[src/rtl/uart_pkg.sv]
// Shared types and constants for the UART serial link blocks.
package uart_pkg;

    localparam int DATA_WIDTH = 8;
    localparam logic IDLE_LEVEL = 1'b1;

    typedef enum logic [2:0] {
        IDLE,
        START,
        DATA,
        STOP,
        WAIT_IDLE
    } rx_state_t;

endpackage

[src/rtl/uart_sync2.sv]
// Two-flop synchroniser for an asynchronous level input; both flops reset to RESET_VAL.
module uart_sync2
    import uart_pkg::*;
#(
    parameter logic RESET_VAL = IDLE_LEVEL
) (
    input  logic clk,
    input  logic rst,
    input  logic d,
    output logic q
);

    logic meta;

    always_ff @(posedge clk or posedge rst) begin
        if (rst) begin
            meta <= RESET_VAL;
            q    <= RESET_VAL;
        end else begin
            meta <= d;
            q    <= meta;
        end
    end

endmodule

[src/rtl/uart_receiver.sv]
// 8N1 UART receiver: synchronised rx, mid-bit sampling, one-cycle data_valid / frame_err strobes.
module uart_receiver
    import uart_pkg::*;
#(
    parameter int CLOCKS_PER_PULSE = 16
) (
    input  logic                  clk,
    input  logic                  rst,
    input  logic                  rx,
    output logic [DATA_WIDTH-1:0] data_out,
    output logic                  data_valid,
    output logic                  frame_err,
    output logic                  rx_busy
);

    localparam int CW = $clog2(CLOCKS_PER_PULSE);
    localparam logic [CW-1:0] HALF_M1 = CW'(CLOCKS_PER_PULSE / 2 - 1);
    localparam logic [CW-1:0] FULL_M1 = CW'(CLOCKS_PER_PULSE - 1);

    logic                  rx_s;
    rx_state_t             state;
    logic [CW-1:0]         cnt;
    logic [2:0]            bit_idx;
    logic [DATA_WIDTH-1:0] shreg;

    uart_sync2 #(
        .RESET_VAL(IDLE_LEVEL)
    ) u_sync (
        .clk(clk),
        .rst(rst),
        .d  (rx),
        .q  (rx_s)
    );

    always_ff @(posedge clk or posedge rst) begin
        if (rst) begin
            state      <= IDLE;
            cnt        <= '0;
            bit_idx    <= '0;
            shreg      <= '0;
            data_out   <= '0;
            data_valid <= 1'b0;
            frame_err  <= 1'b0;
            rx_busy    <= 1'b0;
        end else begin
            data_valid <= 1'b0;
            frame_err  <= 1'b0;
            unique case (state)
                IDLE: begin
                    if (rx_s != IDLE_LEVEL) begin
                        state   <= START;
                        cnt     <= '0;
                        rx_busy <= 1'b1;
                    end
                end
                START: begin
                    if (cnt == HALF_M1) begin
                        cnt <= '0;
                        // A line that is high again at mid-start-bit was only a glitch.
                        if (rx_s == IDLE_LEVEL) begin
                            state   <= IDLE;
                            rx_busy <= 1'b0;
                        end else begin
                            bit_idx <= '0;
                            state   <= DATA;
                        end
                    end else begin
                        cnt <= cnt + CW'(1);
                    end
                end
                DATA: begin
                    if (cnt == FULL_M1) begin
                        cnt     <= '0;
                        shreg   <= {rx_s, shreg[DATA_WIDTH-1:1]};
                        bit_idx <= bit_idx + 3'd1;
                        if (bit_idx == 3'd7) begin
                            state <= STOP;
                        end
                    end else begin
                        cnt <= cnt + CW'(1);
                    end
                end
                STOP: begin
                    if (cnt == FULL_M1) begin
                        cnt <= '0;
                        // Good stop returns to IDLE mid-stop-bit so back-to-back starts are caught.
                        if (rx_s == IDLE_LEVEL) begin
                            data_out   <= shreg;
                            data_valid <= 1'b1;
                            rx_busy    <= 1'b0;
                            state      <= IDLE;
                        end else begin
                            frame_err <= 1'b1;
                            state     <= WAIT_IDLE;
                        end
                    end else begin
                        cnt <= cnt + CW'(1);
                    end
                end
                WAIT_IDLE: begin
                    if (rx_s == IDLE_LEVEL) begin
                        state   <= IDLE;
                        rx_busy <= 1'b0;
                    end
                end
                default: begin
                    state   <= IDLE;
                    rx_busy <= 1'b0;
                end
            endcase
        end
    end

endmodule

[config.mk]
export PLATFORM = sky130hd
export DESIGN_NAME = uart_receiver
export DESIGN_NICKNAME = d
export VERILOG_FILES = /design/src/rtl/uart_pkg.sv /design/src/rtl/uart_sync2.sv /design/src/rtl/uart_receiver.sv
export SDC_FILE = /design/constraint.sdc
export NUM_CORES = 1
export LEC_CHECK = 0
export ABC_AREA = 1
export CAP_MARGIN = 20
export CORE_MARGIN = 4
export CORE_UTILIZATION = 50
export DETAILED_ROUTE_END_ITERATION = 8
export DONT_BUFFER_PORTS = 1
export GPL_ROUTABILITY_DRIVEN = 0
export PLACE_DENSITY_LB_ADDON = 0.12
export REMOVE_ABC_BUFFERS = 1
export SYNTH_ARGS = -nofsm -noshare
export SYNTH_HDL_FRONTEND = slang
export SYNTH_SLANG_ARGS = --single-unit
[constraint.sdc]
create_clock -name clk -period 1.3 [get_ports clk]
set_input_delay 0.26 -clock clk [delete_from_list [all_inputs] [get_ports clk]]
set_output_delay 0.26 -clock clk [all_outputs]
set_load 0.02 [all_outputs]
# Word-level counts from Yosys, hierarchy flattened
# Index checks and enable logic that the tools add are counted.
# word_totals
output_inout_bits	11
elab_cells	65
reg_bits	31
inputBits	3
# op_classes
n_reduce_logical	10
eq_ne	14
addsub	2
mux	28
bitwise_logic	1
# op_table
operator	n
3-bit two-way mux	10
3-bit one-hot mux with 5 select lines	1
4-bit two-way mux	3
2-bit inequality test, second input constant	6
4-bit one-hot mux with 3 select lines	1
1-bit two-way mux	10
4-bit AND reduction	2
3-bit by 2-bit equality test with 1-bit output, second input constant	2
3-bit equality test, second input constant	2
3-bit one-hot mux with 2 select lines	1
6-bit AND reduction	1
1-bit one-hot mux with 5 select lines	1
4-bit by 1-bit adder with 4-bit output, second input constant	1
4-bit by 3-bit equality test with 1-bit output, second input constant	1
4-bit equality test, second input constant	1
2-bit AND reduction	2
3-bit by 1-bit adder with 3-bit output, second input constant	1
3-bit by 1-bit equality test with 1-bit output, second input constant	1
3-bit logical NOT	1
3-bit AND reduction	1
3-bit nonzero test	1
2-bit two-way mux	1
2-bit by 1-bit inequality test with 1-bit output, second input constant	1
2-bit nonzero test	1
other kinds (2)	2

# Logic depth before layout (Yosys ltp)
# logic_depth
word_depth	4
depth_mapped	9
depth_no_buf	9

# By module
# From an unflattened synthesis, not the netlist that was laid out.
# unflattened
hier_cells	166
area_unflattened_um2	1461.4
# by_module_without_submodules
module	instances	area_each_um2	cells_each	seq_area_each_um2
uart_receiver	1	1405.1	163	725.7
uart_sync2	1	56.3	3	52.6

# Least setup slack after synthesis
# No wires, ideal clock.
# synth_path
path_kind	register to register
startpoint	reg cnt[0]
endpoint	reg data_out[7]
required_time_ns	1.182
n_path_buf	1
setup_time_ns	0.118
synth_period_minus_slack_ns	1.320
path_slack_ns	-0.020
path_stages_with_launch	8
arrival_time_ns	1.202
cell_sequence	dfrtp_1 ha_1 nand3_2 inv_2 nand3_4 buf_6 nand2_1 o21ai_2
# synth_via
elab_chain_len	2
# synth_rtl
item	line_no	source
from (decl)	uart_receiver.sv:22	logic [CW-1:0] cnt;
from (signal assigned)	uart_receiver.sv:68	cnt <= cnt + CW'(1);
from (signal assigned)	uart_receiver.sv:80	cnt <= cnt + CW'(1);
from (signal assigned)	uart_receiver.sv:97	cnt <= cnt + CW'(1);
4-bit equality test	uart_receiver.sv:84	if (cnt == FULL_M1) begin
3-bit AND reduction (no line)	--	
to (signal assigned)	uart_receiver.sv:88	data_out <= shreg;
to (decl)	uart_receiver.sv:10	output logic [DATA_WIDTH-1:0] data_out,
# No other way between the ends.
# A chain may end at the register's enable or synchronous reset.

# Worst setup path in the final report
# layout_path
startpoint	reg state[2]
endpoint	reg cnt[0]
# layout_via
elab_chain_len	4
elab_cells_between_ends	9
classes_between	eq/ne: 4; mux: 1; reduce/logical: 4
# layout_rtl
item	line_no	source
from (decl)	uart_receiver.sv:21	rx_state_t state;
from (signal assigned)	uart_receiver.sv:37	state <= IDLE;
from (signal assigned)	uart_receiver.sv:51	state <= START;
from (signal assigned)	uart_receiver.sv:61	state <= IDLE;
3-bit by 2-bit equality test with 1-bit output	uart_receiver.sv:48	unique case (state)
2-bit OR reduction (no line)	--	
3-bit nonzero test (no line)	--	
2-bit AND reduction (no line)	--	
# Several ways; a longest one is shown, not always the timed one.

==> results.md <==
- The number of antenna diodes in the final layout is 0.
- At the pin with the least slew margin, the transition time is 0.256 ns.
- The TritonCTS clock tree is done.
- In this run the tightest slew margin relative to its limit is 82.9%.
- The number of clock buffers added by TritonCTS is 5.
- After detailed routing, the number of remaining DRC violations is 0.
- The run finished, with violations left.
- Yosys mapped the design onto 20 distinct sky130hd cell types.
- Sequential elements use 54.0% of the synthesized area.
- The post-route standard cell area excluding fillers is 1890 um2.
- The longest clock path from root to sink contains 2 buffers.
- The area growth from synthesis to layout is 31.5%.
- The number of clock sinks is 31.
- The worst hold path startpoint is u_sync.meta.
- The die covers 3800 um2.
- Setup repair after global routing could not meet its margin everywhere.
- The pre-CTS setup slack is -0.0584 ns.
- The initial cell density of the core is 52.2%.
- Max-cap violations in this run came to 0.
- The peak per-stage delay on the critical path is 0.50 ns.
- The clock-pin transition on the worst setup and hold timing paths is 0.10 ns.
- The dominant synthesized flop cell is sky130_fd_sc_hd__dfrtp_1.
- Synthesis inferred 31 register bits.
- The number of global-route vias before repair is 1041.
- The clock latency on the worst-skew pair is 0.33 ns.
- From left edge to right edge, the die measures 61.7 um.
- The worst hold path class is reg -> reg.
- The maximum clock frequency is 0.754 GHz.
- The part of the cycle the worst path needs is 102%.
- After the last flow step, the layout net total stands at 196.
- Walking the worst path, the cells encountered are buf_4 -> nor2_1 -> nor2_2 -> nand2_1 -> nand2_1 -> o21a_1.
- The H-tree depth is 2.
- Counting both buffers and inverters, the worst setup path holds a total of 1.
- Yosys mapped a number of flops with a built-in enable equal to 0.
- In the layout the commonest cells are sky130_fd_sc_hd__nand2_1, sky130_fd_sc_hd__dfrtp_1, sky130_fd_sc_hd__buf_4, sky130_fd_sc_hd__inv_1, sky130_fd_sc_hd__o21ai_2.
- Synthesis produced 160 cells.
- The number of standard-cell rows in the floorplan is 19.
- The type of the worst setup path is reg -> reg.
- The detailed router placed 1124 vias in this run.
- The placeable core region is 2760 um2.
- After layout, the worst setup slack is -0.0264 ns.
- The leakage power figure is 0.912 nW.
- The overall routing resource usage is 16.9%.
- The first global-routing pass estimated 4.64 mm of wire.
- The final reports fail on setup timing.
- In this run the critical register-to-register path is launched from state[2].
- The launching element of the worst setup path is state[2].
- For this run, the detailed router's first-pass iteration total came to 4.
- The number of failing hold endpoints at the final stage is 0.
- The top-area cell type share of the netlist area is 50.4%.
- Dividing the detail-routed wire length by the instance count gives 13.2 um.
- The worst-case vdd ir drop is 0.00172 V.
- The number of pins with negative max-slew slack in the final report is 0.
- The worst setup path is captured at a flop.
- Measured along the y axis, the die boundary spans 61.7 um.
- The remaining number of nets flagged by the antenna check after routing is 0.
- The global-route congestion overflow total is 0.
- The detailed-placement wirelength estimate is 1.81 mm.
- The worst setup path is launched from a flop.
- The pin count of the biggest net entering global routing is 32.
- Of the cells placed in the final design, the portion with a size suffix greater than 1 is 37.7%.
- The cell area after placement is 1590 um2.
- The slowest stage of the critical path belongs to the cell sky130_fd_sc_hd__dfrtp_2.
- The shortest clock period the worst path allows after layout is 1.33 ns.
- Setup violations remaining at the end of the flow were counted as 1.
- The data arrival time of the critical path is 1.54 ns.
- The cell taking the most area after synthesis is sky130_fd_sc_hd__dfrtp_1.
- The mapped netlist covers 1440 um2.
- The most common cell after layout, fill and taps aside is sky130_fd_sc_hd__nand2_1.
- In this run the count of I/O pins placed on the die edge is 14.
- The overall routed net length is 2.93 mm.
- By area the synthesized netlist is led by sky130_fd_sc_hd__dfrtp_1, sky130_fd_sc_hd__nand2_1, sky130_fd_sc_hd__o21ai_2.
- The maximum clock skew at final layout is 0.0109 ns.
- The kind of cell with the highest combined delay along the critical path is flip-flops.
- During synthesis, Yosys emitted a total of 0 warnings.
- In this run the power density over the cells is 1870 nW/um2.
- STA puts the critical path data required time at 1.51 ns.
- The number of antenna violations at the first check in global routing is 0.
- The number of DRC markers in iteration 0 is 37.
- The setup slack of the worst register-to-register path is -0.03 ns.
- The detailed-route vias per instance is 5.06.
- The count of buffers from port buffering is 0.
- The root cell of the clock tree is sky130_fd_sc_hd__clkbuf_4.
- The mean instance size in the synthesized netlist is 9.00 um2.
- Of all nets on the critical path, the largest fanout is 5.
- The share of synthesized registers carrying an async set or reset is 100%.
- Counting stages on the worst path, the most repeated cell is sky130_fd_sc_hd__nand2_1.
## registers in the layout, summed over array words and instances, names as in the netlist, 3 cells and up
name and count:
data_out 8, bit_idx 3, state 3, shreg 8, cnt 4
## per-layer routing
| layer | track usage (%) | wire length (um) | vias up |
|---|---|---|---|
| li1 | - | - | 567 |
| met2 | 25.3 | 1370 | 22 |
| met1 | 23.1 | 1350 | 526 |
| met4 | 7.27 | 72 | 0 |
| met5 | 0 | 0 | - |
| met3 | 4.40 | 132 | 9 |
## power by group
group | switching, mW | leakage, nW | internal (mW)
registers | 0.151 | 0.412 | 1.08
logic | 0.776 | 0.448 | 0.599
clock network | 0.328 | 0.0525 | 0.600
total | 1.25 | 0.912 | 2.28
## worst paths after layout
path                              end  cells past startpoint
setup / recovery               cnt[0]                      6
hold / removal               u_sync.q                      0
setup reg to reg               cnt[0]                      6
hold reg to reg              u_sync.q                      0
max in group asynchronous    u_sync.q                      3
min in group asynchronous  data_valid                      3
## cell type report
type | instances | area [um2]
clock buffer | 6 | 41.3
clock inverter | 2 | 60.1
fill | 209 | 865
inverter | 22 | 87.6
multi-input combinational | 106 | 674
sequential | 31 | 781
tap | 31 | 38.8
timing repair buffer | 24 | 210
## through the flow
step	util, %	setup TNS [ns]	hold slack, ns	instances	power (mW)
final	68.6	-0.0264	0.371	222	3.54
after global routing	68.6	-0.990	0.385	222	3.75
after CTS	64.6	0	0.377	216	3.32
after detailed placement	57.8	-0.586	0.207	204	2.26
after global placement	57.8	-0.289	0.207	204	2.24
after floorplan	-	0	0.264	158	1.89
## cells in the mapped netlist, types with 2 or more instances
master                    count
sky130_fd_sc_hd__dfrtp_1     29
sky130_fd_sc_hd__xor2_1       2
sky130_fd_sc_hd__dfstp_2      2
sky130_fd_sc_hd__ha_1         3
sky130_fd_sc_hd__o21ai_2      8
sky130_fd_sc_hd__nor2_4       2
sky130_fd_sc_hd__inv_1       17
sky130_fd_sc_hd__nand3_1     13
sky130_fd_sc_hd__nand2_1     45
sky130_fd_sc_hd__o21ai_0     12
sky130_fd_sc_hd__nor2_1      10
sky130_fd_sc_hd__buf_6        2
sky130_fd_sc_hd__nor2_2       4
sky130_fd_sc_hd__inv_2        5
## cells by family (layout without fill, tap and decap cells)
group | after synthesis | count (layout) | synth area share (%)
AO/OA/AOI/OAI | 22 | 22 | 9.90
XOR/XNOR | 2 | 2 | 1.22
adder cells (fa/ha/maj) | 3 | 3 | 2.61
buffers and inverters | 24 | 54 | 7.30
flip-flops | 31 | 31 | 54.0
AND/OR/NAND/NOR | 78 | 79 | 24.9
## worst register-to-register path: stages (launching register included)
cell and delay (ns):
sky130_fd_sc_hd__dfrtp_2 0.50, sky130_fd_sc_hd__buf_4 0.16, sky130_fd_sc_hd__nor2_1 0.22, sky130_fd_sc_hd__nor2_2 0.09
sky130_fd_sc_hd__nand2_1 0.09, sky130_fd_sc_hd__nand2_1 0.06, sky130_fd_sc_hd__o21a_1 0.10
## timing repair
action / CTS / global route
cloned: 1 / 0
pin swaps: 2 / 5
setup endpoints to repair: 14 / 17
hold endpoints to repair: 30 / 0
hold buffers: 2 / 0
gates resized for setup: 11 / 25
buffers inserted: 1 / 6
Note: power is estimated with default switching activity, not from simulation.
